## config.mk

```make
export PLATFORM = sky130hd
export DESIGN_NAME = wr_ptr_ctrl_flat
export DESIGN_NICKNAME = d
export VERILOG_FILES = /design/src/rtl/fifo_pkg.sv /design/src/rtl/wr_ptr_ctrl_if.sv /design/src/rtl/gray_sync.sv /design/src/rtl/wr_ptr_ctrl.sv /design/src/flat_wrapper.sv
export SDC_FILE = /design/constraint.sdc
export NUM_CORES = 1
export LEC_CHECK = 0
export BUFFER_PORTS_ARGS = -buffer_cell sky130_fd_sc_hd__buf_2
export CAP_MARGIN = 20
export CORE_MARGIN = 2
export CORE_UTILIZATION = 47
export DETAILED_ROUTE_END_ITERATION = 7
export PLACE_DENSITY_LB_ADDON = 0.12
export SLEW_MARGIN = 20
export SYNTH_ARGS = -nofsm -noshare
export SYNTH_HDL_FRONTEND = slang
export SYNTH_SLANG_ARGS = --single-unit
```

## constraint.sdc

```tcl
create_clock -name w_clk -period 3.8 [get_ports w_clk]
set_input_delay 0.38 -clock w_clk [delete_from_list [all_inputs] [get_ports w_clk]]
set_output_delay 0.38 -clock w_clk [all_outputs]
set_load 0.01 [all_outputs]
```

## src/rtl/fifo_pkg.sv

```systemverilog
// -----------------------------------------------------------------------------
// fifo_pkg
// Shared helpers for the asynchronous FIFO pointer controllers (write side
// today, read side later).
//
// Contents:
//   PTR_MAX_W   widest pointer the helpers handle
//   fifo_depth  DEPTH = 1 << ADDR_W, usable in localparam expressions
//   bin2gray    binary -> reflected Gray code
//   gray2bin    reflected Gray code -> binary
//
// The conversions work on zero-extended PTR_MAX_W-bit values, so one function
// serves any pointer width: the caller zero-extends its operand with a size
// cast and truncates the result back to its own width. Zero extension is
// harmless in both directions because the extra Gray/binary bits stay 0.
// -----------------------------------------------------------------------------
package fifo_pkg;

  localparam int PTR_MAX_W = 32;

  function automatic int fifo_depth(input int addr_w);
    return 1 << addr_w;
  endfunction

  function automatic logic [PTR_MAX_W-1:0] bin2gray(input logic [PTR_MAX_W-1:0] bin);
    return bin ^ (bin >> 1);
  endfunction

  function automatic logic [PTR_MAX_W-1:0] gray2bin(input logic [PTR_MAX_W-1:0] gray);
    logic [PTR_MAX_W-1:0] bin;
    bin[PTR_MAX_W-1] = gray[PTR_MAX_W-1];
    for (int i = PTR_MAX_W - 2; i >= 0; i--) begin
      bin[i] = bin[i+1] ^ gray[i];
    end
    return bin;
  endfunction

endpackage

```

## src/rtl/wr_ptr_ctrl_if.sv

```systemverilog
// -----------------------------------------------------------------------------
// wr_ptr_ctrl_if
// Producer-side bundle of the write pointer controller.
//
// Signals:
//   w_en         producer write request
//   w_accept     write taken this cycle (RAM write enable)
//   w_addr       RAM write address
//   full         registered full flag
//   almost_full  registered almost-full flag
//   wr_ovf       one-cycle pulse per write attempted while full
//   w_level      registered fill level          (WR_PTR_CTRL_LEVEL_EN only)
//   ovf_sticky   overflow seen since last reset (WR_PTR_CTRL_LEVEL_EN only)
//
// Modports:
//   master  producer view (drives w_en)
//   slave   controller view (drives everything else)
//
// Build option: define WR_PTR_CTRL_LEVEL_EN to add w_level and ovf_sticky.
// -----------------------------------------------------------------------------
interface wr_ptr_ctrl_if #(
  parameter int ADDR_W = 4
);

  logic              w_en;
  logic              w_accept;
  logic [ADDR_W-1:0] w_addr;
  logic              full;
  logic              almost_full;
  logic              wr_ovf;
`ifdef WR_PTR_CTRL_LEVEL_EN
  logic [ADDR_W:0]   w_level;
  logic              ovf_sticky;
`endif

`ifdef WR_PTR_CTRL_LEVEL_EN
  modport master (
    output w_en,
    input  w_accept, w_addr, full, almost_full, wr_ovf, w_level, ovf_sticky
  );

  modport slave (
    input  w_en,
    output w_accept, w_addr, full, almost_full, wr_ovf, w_level, ovf_sticky
  );
`else
  modport master (
    output w_en,
    input  w_accept, w_addr, full, almost_full, wr_ovf
  );

  modport slave (
    input  w_en,
    output w_accept, w_addr, full, almost_full, wr_ovf
  );
`endif

endinterface

```

## src/rtl/gray_sync.sv

```systemverilog
// -----------------------------------------------------------------------------
// gray_sync
// Multi-flop synchroniser for a Gray-coded pointer crossing into the clk
// domain. A plain flop chain: no logic between stages, so only one bit of the
// Gray word can be in transition and the captured value is always either the
// old or the new pointer.
//
// Parameters:
//   WIDTH   pointer width
//   STAGES  number of flops in the chain (2..4)
//
// Ports:
//   clk  destination-domain clock
//   rst  synchronous active-high reset, clears every stage
//   d    pointer from the source domain
//   q    synchronised pointer, STAGES edges behind d
// -----------------------------------------------------------------------------
module gray_sync #(
  parameter int WIDTH  = 5,
  parameter int STAGES = 2
) (
  input  logic             clk,
  input  logic             rst,
  input  logic [WIDTH-1:0] d,
  output logic [WIDTH-1:0] q
);

  logic [WIDTH-1:0] sync_p [STAGES];

  // chain stage boundary: each flop feeds the next directly
  always_ff @(posedge clk) begin
    if (rst) begin
      for (int i = 0; i < STAGES; i++) begin
        sync_p[i] <= '0;
      end
    end else begin
      sync_p[0] <= d;
      for (int i = 1; i < STAGES; i++) begin
        sync_p[i] <= sync_p[i-1];
      end
    end
  end

  assign q = sync_p[STAGES-1];

endmodule

```

## src/rtl/wr_ptr_ctrl.sv

```systemverilog
// -----------------------------------------------------------------------------
// wr_ptr_ctrl
// Write-side pointer and flag controller of the asynchronous FIFO. Lives in
// the write clock domain between the producer and the dual-port RAM write
// port, and exports its Gray pointer to the read-side controller.
//
// Parameters:
//   ADDR_W       RAM address width; depth = 2**ADDR_W, pointers ADDR_W+1 bits
//   SYNC_STAGES  flops in the read-pointer synchroniser (2..4)
//   AF_MARGIN    almost_full when free slots <= AF_MARGIN (1..2**ADDR_W-1)
//
// Ports:
//   w_clk       write-domain clock
//   rst         synchronous active-high reset
//   r_ptr_gray  read-domain Gray pointer (asynchronous to w_clk)
//   w_ptr_gray  registered Gray write pointer, to the read domain
//   wif         producer bundle (wr_ptr_ctrl_if.slave): w_en, w_accept,
//               w_addr, full, almost_full, wr_ovf [, w_level, ovf_sticky]
//
// Build option: WR_PTR_CTRL_LEVEL_EN adds the registered fill level w_level
// and the sticky overflow flag ovf_sticky. Without it the level subtractor
// still feeds almost_full and flag timing is identical.
//
// Timing: a write accepted on edge n moves w_addr/w_ptr_gray after edge n;
// full and almost_full are computed from the post-write pointer so they rise
// on the same edge that accepts the filling write. Read-pointer progress is
// seen SYNC_STAGES+1 edges after r_ptr_gray changes, so the flags are always
// pessimistic.
// -----------------------------------------------------------------------------
module wr_ptr_ctrl
  import fifo_pkg::*;
#(
  parameter int ADDR_W      = 4,
  parameter int SYNC_STAGES = 2,
  parameter int AF_MARGIN   = 2
) (
  input  logic            w_clk,
  input  logic            rst,
  input  logic [ADDR_W:0] r_ptr_gray,
  output logic [ADDR_W:0] w_ptr_gray,
  wr_ptr_ctrl_if.slave    wif
);

  localparam int DEPTH = fifo_depth(ADDR_W);

  typedef logic [ADDR_W:0]   ptr_t;
  // one bit wider than a pointer so DEPTH itself is representable
  typedef logic [ADDR_W+1:0] cnt_t;

  ptr_t wbin_p0;
  logic full_p0;
  logic almost_full_p0;
  logic wr_ovf_p0;

  ptr_t rq_gray;
  ptr_t rbin_sync;
  ptr_t wbin_next;
  ptr_t wgray_next;
  ptr_t full_gray;
  ptr_t level_next;
  cnt_t free_next;
  logic accept;
  logic full_next;
  logic almost_full_next;
  logic wr_ovf_next;

  gray_sync #(
    .WIDTH  (ADDR_W + 1),
    .STAGES (SYNC_STAGES)
  ) u_rptr_sync (
    .clk (w_clk),
    .rst (rst),
    .d   (r_ptr_gray),
    .q   (rq_gray)
  );

  // The RAM must not see a write in a reset cycle, so rst also gates the
  // write enable even though the pointer update is already blocked by reset.
  assign accept = wif.w_en && !full_p0 && !rst;

  assign wbin_next  = wbin_p0 + ptr_t'(accept);
  assign wgray_next = ptr_t'(bin2gray(PTR_MAX_W'(wbin_next)));
  assign rbin_sync  = ptr_t'(gray2bin(PTR_MAX_W'(rq_gray)));

  // Full when the write pointer is exactly one lap ahead of the synchronised
  // read pointer; in Gray code that is the read pointer with its two top bits
  // inverted.
  assign full_gray = {~rq_gray[ADDR_W:ADDR_W-1], rq_gray[ADDR_W-2:0]};
  assign full_next = (wgray_next == full_gray);

  // Modular subtraction gives the level directly across pointer wrap.
  assign level_next       = wbin_next - rbin_sync;
  assign free_next        = cnt_t'(DEPTH) - {1'b0, level_next};
  assign almost_full_next = (free_next <= cnt_t'(AF_MARGIN));

  assign wr_ovf_next = wif.w_en && full_p0;

  // pointer/flag register stage
  always_ff @(posedge w_clk) begin
    if (rst) begin
      wbin_p0        <= '0;
      w_ptr_gray     <= '0;
      full_p0        <= 1'b0;
      almost_full_p0 <= 1'b0;
      wr_ovf_p0      <= 1'b0;
    end else begin
      wbin_p0        <= wbin_next;
      w_ptr_gray     <= wgray_next;
      full_p0        <= full_next;
      almost_full_p0 <= almost_full_next;
      wr_ovf_p0      <= wr_ovf_next;
    end
  end

  assign wif.w_accept    = accept;
  assign wif.w_addr      = wbin_p0[ADDR_W-1:0];
  assign wif.full        = full_p0;
  assign wif.almost_full = almost_full_p0;
  assign wif.wr_ovf      = wr_ovf_p0;

`ifdef WR_PTR_CTRL_LEVEL_EN
  ptr_t w_level_p0;
  logic ovf_sticky_p0;

  // level/sticky register stage; the sticky flag rises on the same edge as
  // the first wr_ovf pulse and only reset clears it
  always_ff @(posedge w_clk) begin
    if (rst) begin
      w_level_p0    <= '0;
      ovf_sticky_p0 <= 1'b0;
    end else begin
      w_level_p0    <= level_next;
      ovf_sticky_p0 <= ovf_sticky_p0 || wr_ovf_next;
    end
  end

  assign wif.w_level    = w_level_p0;
  assign wif.ovf_sticky = ovf_sticky_p0;
`endif

endmodule

```

## src/flat_wrapper.sv

```systemverilog
// flat-port wrapper written by rule: the top's interface ports become plain ports
module wr_ptr_ctrl_flat import fifo_pkg::*;
#(
  parameter int ADDR_W      = 4,
  parameter int SYNC_STAGES = 2,
  parameter int AF_MARGIN   = 2
)
  (w_clk, rst, r_ptr_gray, w_ptr_gray, wif_w_en, wif_w_accept, wif_w_addr, wif_full, wif_almost_full, wif_wr_ovf);
  wr_ptr_ctrl_if #(.ADDR_W(ADDR_W)) wif_i ();
  input  logic w_clk;
  input  logic rst;
  input  logic [ADDR_W:0] r_ptr_gray;
  output logic [ADDR_W:0] w_ptr_gray;
  input wire logic [$bits(wif_i.w_en)-1:0] wif_w_en;
  output wire logic [$bits(wif_i.w_accept)-1:0] wif_w_accept;
  output wire logic [$bits(wif_i.w_addr)-1:0] wif_w_addr;
  output wire logic [$bits(wif_i.full)-1:0] wif_full;
  output wire logic [$bits(wif_i.almost_full)-1:0] wif_almost_full;
  output wire logic [$bits(wif_i.wr_ovf)-1:0] wif_wr_ovf;
  assign wif_i.w_en = wif_w_en;
  assign wif_w_accept = wif_i.w_accept;
  assign wif_w_addr = wif_i.w_addr;
  assign wif_full = wif_i.full;
  assign wif_almost_full = wif_i.almost_full;
  assign wif_wr_ovf = wif_i.wr_ovf;
  wr_ptr_ctrl #(.ADDR_W(ADDR_W), .SYNC_STAGES(SYNC_STAGES), .AF_MARGIN(AF_MARGIN)) u_core (.w_clk(w_clk), .rst(rst), .r_ptr_gray(r_ptr_gray), .w_ptr_gray(w_ptr_gray), .wif(wif_i));
endmodule
```

Word-level counts from Yosys, hierarchy flattened:

Memory sizes are Yosys's and may differ from the RTL's.
Cells that the tools add are included.

* register bits after elaboration: 13
* memory bits (writable): 10
* bits of input ports: 8
* output and inout port bits: 13
* logic and storage cells: 29
* memories: 1

Memory list
* u_core.u_rptr_sync.sync_p: depth 2, bits a word 5, rd ports 2, clocked after Yosys merged registers in 0, write ports 2, line gray_sync.sv:28 `logic [WIDTH-1:0] sync_p [STAGES];`

* $add $sub $neg: 3
* $lt $le $gt $ge: 1
* equality and inequality tests: 1
* muxes and demuxes: 5
* bitwise operators: 8
* reduce and logical (&&, ||, !) cells: 5

Operators by type and width (count)
* 5-bit 2-to-1 mux: 2
* 6-bit by 2-bit <= comparator with 1-bit output, second input constant: 1
* 5-bit by 5-bit subtractor with 6-bit output, first input constant: 1
* 5-bit by 1-bit adder with 5-bit output: 1
* 5-bit equality test: 1
* 5-bit subtractor: 1
* 5-bit by 4-bit XOR with 5-bit output: 1
* 1-bit XOR: 4
* 1-bit logical AND: 3
* 1-bit 2-to-1 mux: 3
* 1-bit zero test: 2
* 2-bit inverter: 1
* 1-bit OR: 2

Depth between registers and ports, before layout:

* word-level depth: 7
* gate-level depth with buffers: 13
* mapped depth without buffers: 12

Modules after synthesis:

From an unflattened synthesis, not the netlist that was laid out.

* cell total of the unflattened synthesis: 124
* area total of the unflattened synthesis: 1222.4 um2

By module, submodules not included
* wr_ptr_ctrl: instances 1, cells each 99, area an instance 922.1 um2, sequential area each 240.2 um2
* gray_sync: instances 1, cells each 25, area an instance 300.3 um2, sequential area each 200.2 um2

Worst setup path after synthesis:

OpenSTA, ideal clock, no wires.

* path kind: input -> register
* start: input rst
* end: register u_core.almost_full_p0 (netlist: u_core.wif.almost_full)
* setup time: 0.075 ns
* data arrival time: 3.058 ns
* data required time: 3.725 ns
* path slack: 0.667 ns
* stages: 10
* buffers on the path: 1
* cell sequence: clkbuf_1 -> nor3b_1 -> ha_1 -> ha_1 -> fa_1 -> xnor3_1 -> xnor2_1 -> nand2_1 -> or3_1 -> o22ai_1

* longest elaborated chain between the ends: 6

RTL lines
* start, declared: line flat_wrapper.sv:11 `input logic rst;`
* 1-bit zero test: line wr_ptr_ctrl.sv:79 `assign accept = wif.w_en && !full_p0 && !rst;`
* 1-bit logical AND: line wr_ptr_ctrl.sv:79
* net wif_w_accept: line flat_wrapper.sv:15 `output wire logic [$bits(wif_i.w_accept)-1:0] wif_w_accept;`
* 5-bit by 1-bit adder with 5-bit output: line wr_ptr_ctrl.sv:81 `assign wbin_next = wbin_p0 + ptr_t'(accept);`
* net u_core.wbin_next[1]: line wr_ptr_ctrl.sv:57 `ptr_t wbin_next;`
* 5-bit subtractor: line wr_ptr_ctrl.sv:92 `assign level_next = wbin_next - rbin_sync;`
* 5-bit by 5-bit subtractor with 6-bit output: line wr_ptr_ctrl.sv:93 `assign free_next = cnt_t'(DEPTH) - {1'b0, level_next};`
* 6-bit by 2-bit <= comparator with 1-bit output: line wr_ptr_ctrl.sv:94 `assign almost_full_next = (free_next <= cnt_t'(AF_MARGIN));`
* end signal, assigned: line wr_ptr_ctrl.sv:110 `almost_full_p0 <= almost_full_next;`
* end, declared: line wr_ptr_ctrl.sv:52 `logic almost_full_p0;`

The timed path passes the listed nets, and every way through them passes these cells.
A chain may end at the register's enable or synchronous reset.

==> impl_metrics.env <==
export IMPL_placement_io_buffers=20
export IMPL_area_growth_pct=17.1
export IMPL_p_per_area_mw_per_mm2=447
export IMPL_hp_class="input pin to flop"
export IMPL_synth_seq_cells=22
export IMPL_layout_cells_non_filler=158
export IMPL_numCtsBuffers=3
export IMPL_diodes=0
export IMPL_grt_pass1_vias=668
export IMPL_crit_fanout=8
export IMPL_worstMarginPinSlew_ns=0.487
export IMPL_cts_tree="done"
export IMPL_syn_inst=108
export IMPL_dpl_cell_count=154
export IMPL_drt_pass1_iterations=4
export IMPL_finalSetupViolCount=0
export IMPL_drc=0
export IMPL_drt_iter0_drc=3
export IMPL_cts_htree_levels=1
export IMPL_vias=749
export IMPL_synth_edff_count=0
export IMPL_drive_gt1_share_pct=20.8
export IMPL_synth_top_area_share_pct=41.1
export IMPL_max_cap_violations=0
export IMPL_internal_power_mw=0.417
export IMPL_antenna_found_initial=0
export IMPL_fmax_ghz=0.301
export IMPL_postSynthNetCount=124
export IMPL_nFillCells=202
export IMPL_viasPerCell=4.74
export IMPL_clock_latency_ns=0.30
export IMPL_die_w_um=51.7
export IMPL_hold_buffers=0
export IMPL_critPathLaunchType="flop"
export IMPL_start_util_pct=48.9
export IMPL_grt_use_total_pct=14.4
export IMPL_clock_path_buffers=2
export IMPL_cts_repair_resized=0
export IMPL_hold_viol=0
export IMPL_crit_arrival_ns=3.56
export IMPL_routabilityCongestion=0.761
export IMPL_dpl_cell_area_mm2=0.00120
export IMPL_regToRegSetupSlack_ns=0.48
export IMPL_wire_per_inst_um=10.6
export IMPL_timing_final_crit_share_pct=87.5
export IMPL_io_pins=21
export IMPL_power_frac_clock_pct=31.2
export IMPL_max_vdd_ir_drop_mv=0.285
export IMPL_endpoint_kind="flop"
export IMPL_rsz0062_at_grt="no"
export IMPL_maxSlewHeadroom_pct=67.4
export IMPL_totalNegativeSetupSlack_ns=0
export IMPL_path_class="flop to flop"
export IMPL_switching_share_pct=25.5
export IMPL_power_share_combinational_pct=25.3
export IMPL_yosys_top_cells_area="dfxtp_1, xnor2_1, ha_1"
export IMPL_dp_hpwl_um=1270
export IMPL_fin_nets=147
export IMPL_drt_wl_total_um=1680
export IMPL_grt_ovfl_total=0
export IMPL_synthArstFlopShare_pct=0
export IMPL_power_leakage_nw=0.569
export IMPL_syn_avg_cell_area_um2=9.92
export IMPL_synth_top_area_cell="dfxtp_1"
export IMPL_grt_max_degree=24
export IMPL_grt_pass1_wl_um=2840
export IMPL_clkSinkCount=22
export IMPL_ys_types=25
export IMPL_yosysSeqAreaShare_pct=41.1
export IMPL_synth_most_common_cell="dfxtp_1"
export IMPL_seq_area_um2=440
export IMPL_pre_cts_slack_ns=0.474
export IMPL_dominantRegCellSynth="dfxtp_1"
export IMPL_final_cell_area_mm2=0.00125
export IMPL_dieArea_mm2=0.00268
export IMPL_fp_coreArea_mm2=0.00219
export IMPL_cts_setup_buffers=0
export IMPL_status="finished clean"
export IMPL_synth_warnings=0
export IMPL_die_h_um=51.7
export IMPL_syn_area_mm2=0.00107
export IMPL_multi_input_area_um2=599
export IMPL_num_rows=17
export IMPL_p_sw_mw=0.143
export IMPL_worst_slack_ns=0.477
export IMPL_detail_route_antenna_nets=0
export IMPL_fin_worst_skew_ns=0.00142
export IMPL_crit_required_ns=4.03
export IMPL_synth_common_cells="dfxtp_1, nor2b_1, xnor2_1"
export IMPL_root_buffer="clkbuf_4"
export IMPL_slew_viol_final=0
export IMPL_clkTransAtPathRegs_ns=0.12
export IMPL_min_period_ns=3.32
export IMPL_seq_power_share_pct=43.6
registers in the layout, summed over array words and instances (netlist names):
signal	cells
u_core.wif.full	1
u_core.w_ptr_gray	4
u_core.wbin_p0	5
u_core.wif.almost_full	1
u_core.u_rptr_sync.sync_p	10
u_core.wif.wr_ovf	1
kinds of logic (layout without fill, tap and decap cells):
logic type	count (synthesis)	after routing	synth area share (%)
fa+ha+maj	9	9	11.1
buf+inv	8	30	2.92
xor+xnor	23	23	21.5
simple gates	37	37	18.0
flops	22	22	41.1
compound gates	9	9	5.37
stage by stage:
step           power (mW)  utilization (%)  hold slack, ns
2_1_floorplan       0.365                -           0.414
3_3_place_gp        0.390             54.8           0.422
3_5_place_dp        0.393             54.8           0.424
4_1_cts             0.570             57.2           0.269
5_1_grt             0.597             57.2           0.261
6_report            0.560             57.2           0.278
cell type report:
type | count | area share (%)
Clock inverter | 1 | 2.40
Tap cell | 28 | 2.79
Inverter | 5 | 1.50
Sequential cell | 22 | 35.1
Multi-Input combinational cell | 78 | 47.8
Clock buffer | 3 | 1.80
Timing Repair Buffer | 21 | 8.58
layer usage:
metal  up-vias  share of wire [%]  global-route usage, %
li1        396                  -                      -
met1       331                 45                   17.2
met2        18                 48                   23.1
met3         4                5.6                   5.75
met4         0                1.5                   5.70
met5         -                  0                      0
worst max-delay path: stages (launching register included):
cell and delay [ns]:
dfxtp_1 0.40, xnor3_2 0.55, xor2_1 0.35, xnor2_1 0.17, ha_1 0.16, inv_1 0.06
fa_1 0.43, xnor3_1 0.42, xnor2_1 0.14, nand2_1 0.08, or3_1 0.38, o22ai_1 0.12
power groups by stage:
| stage | combinational (mW) | sequential [mW] | clock, mW |
|---|---|---|---|
| 2_1_floorplan | 0.113 | 0.252 | 0 |
| 3_3_place_gp | 0.140 | 0.250 | 0 |
| 3_5_place_dp | 0.144 | 0.249 | 0 |
| 4_1_cts | 0.144 | 0.244 | 0.182 |
| 5_1_grt | 0.161 | 0.245 | 0.191 |
| 6_report | 0.141 | 0.244 | 0.174 |
path summary, 6_finish.rpt:
| kind | depth (start not counted) | to | start |
|---|---|---|---|
| worst max-delay path | 11 | u_core.wif.almost_full$_SDFF_PP0_ | u_core.u_rptr_sync.sync_p[0][9]$_SDFF_PP0_ |
| worst min-delay path | 2 | u_core.u_rptr_sync.sync_p[0][3]$_SDFF_PP0_ | r_ptr_gray[3] |
| worst max register to register | 11 | u_core.wif.almost_full$_SDFF_PP0_ | u_core.u_rptr_sync.sync_p[0][9]$_SDFF_PP0_ |
| worst min register to register | 1 | u_core.u_rptr_sync.sync_p[0][9]$_SDFF_PP0_ | u_core.u_rptr_sync.sync_p[0][4]$_SDFF_PP0_ |
cells in the final DEF (no fill, tap or decap):
cell        n
buf_2      20
fa_1        1
o32ai_1     1
xor2_1      9
ha_1        7
o31a_1      1
inv_1       5
clkbuf_4    3
nand2_1     4
nand3_1     6
o22ai_1     1
xnor2_1    12
bufinv_16   1
a21oi_1     4
nor3b_1     1
xnor3_2     1
maj3_2      1
nand2b_1    1
xnor3_1     1
or3_1       2
a2111oi_0   1
nor2_1     10
dfxtp_1    22
o21ai_0     1
nor2b_1    12
buf_4       1
and3b_1     1
Note: power is estimated with default switching activity, not from simulation.
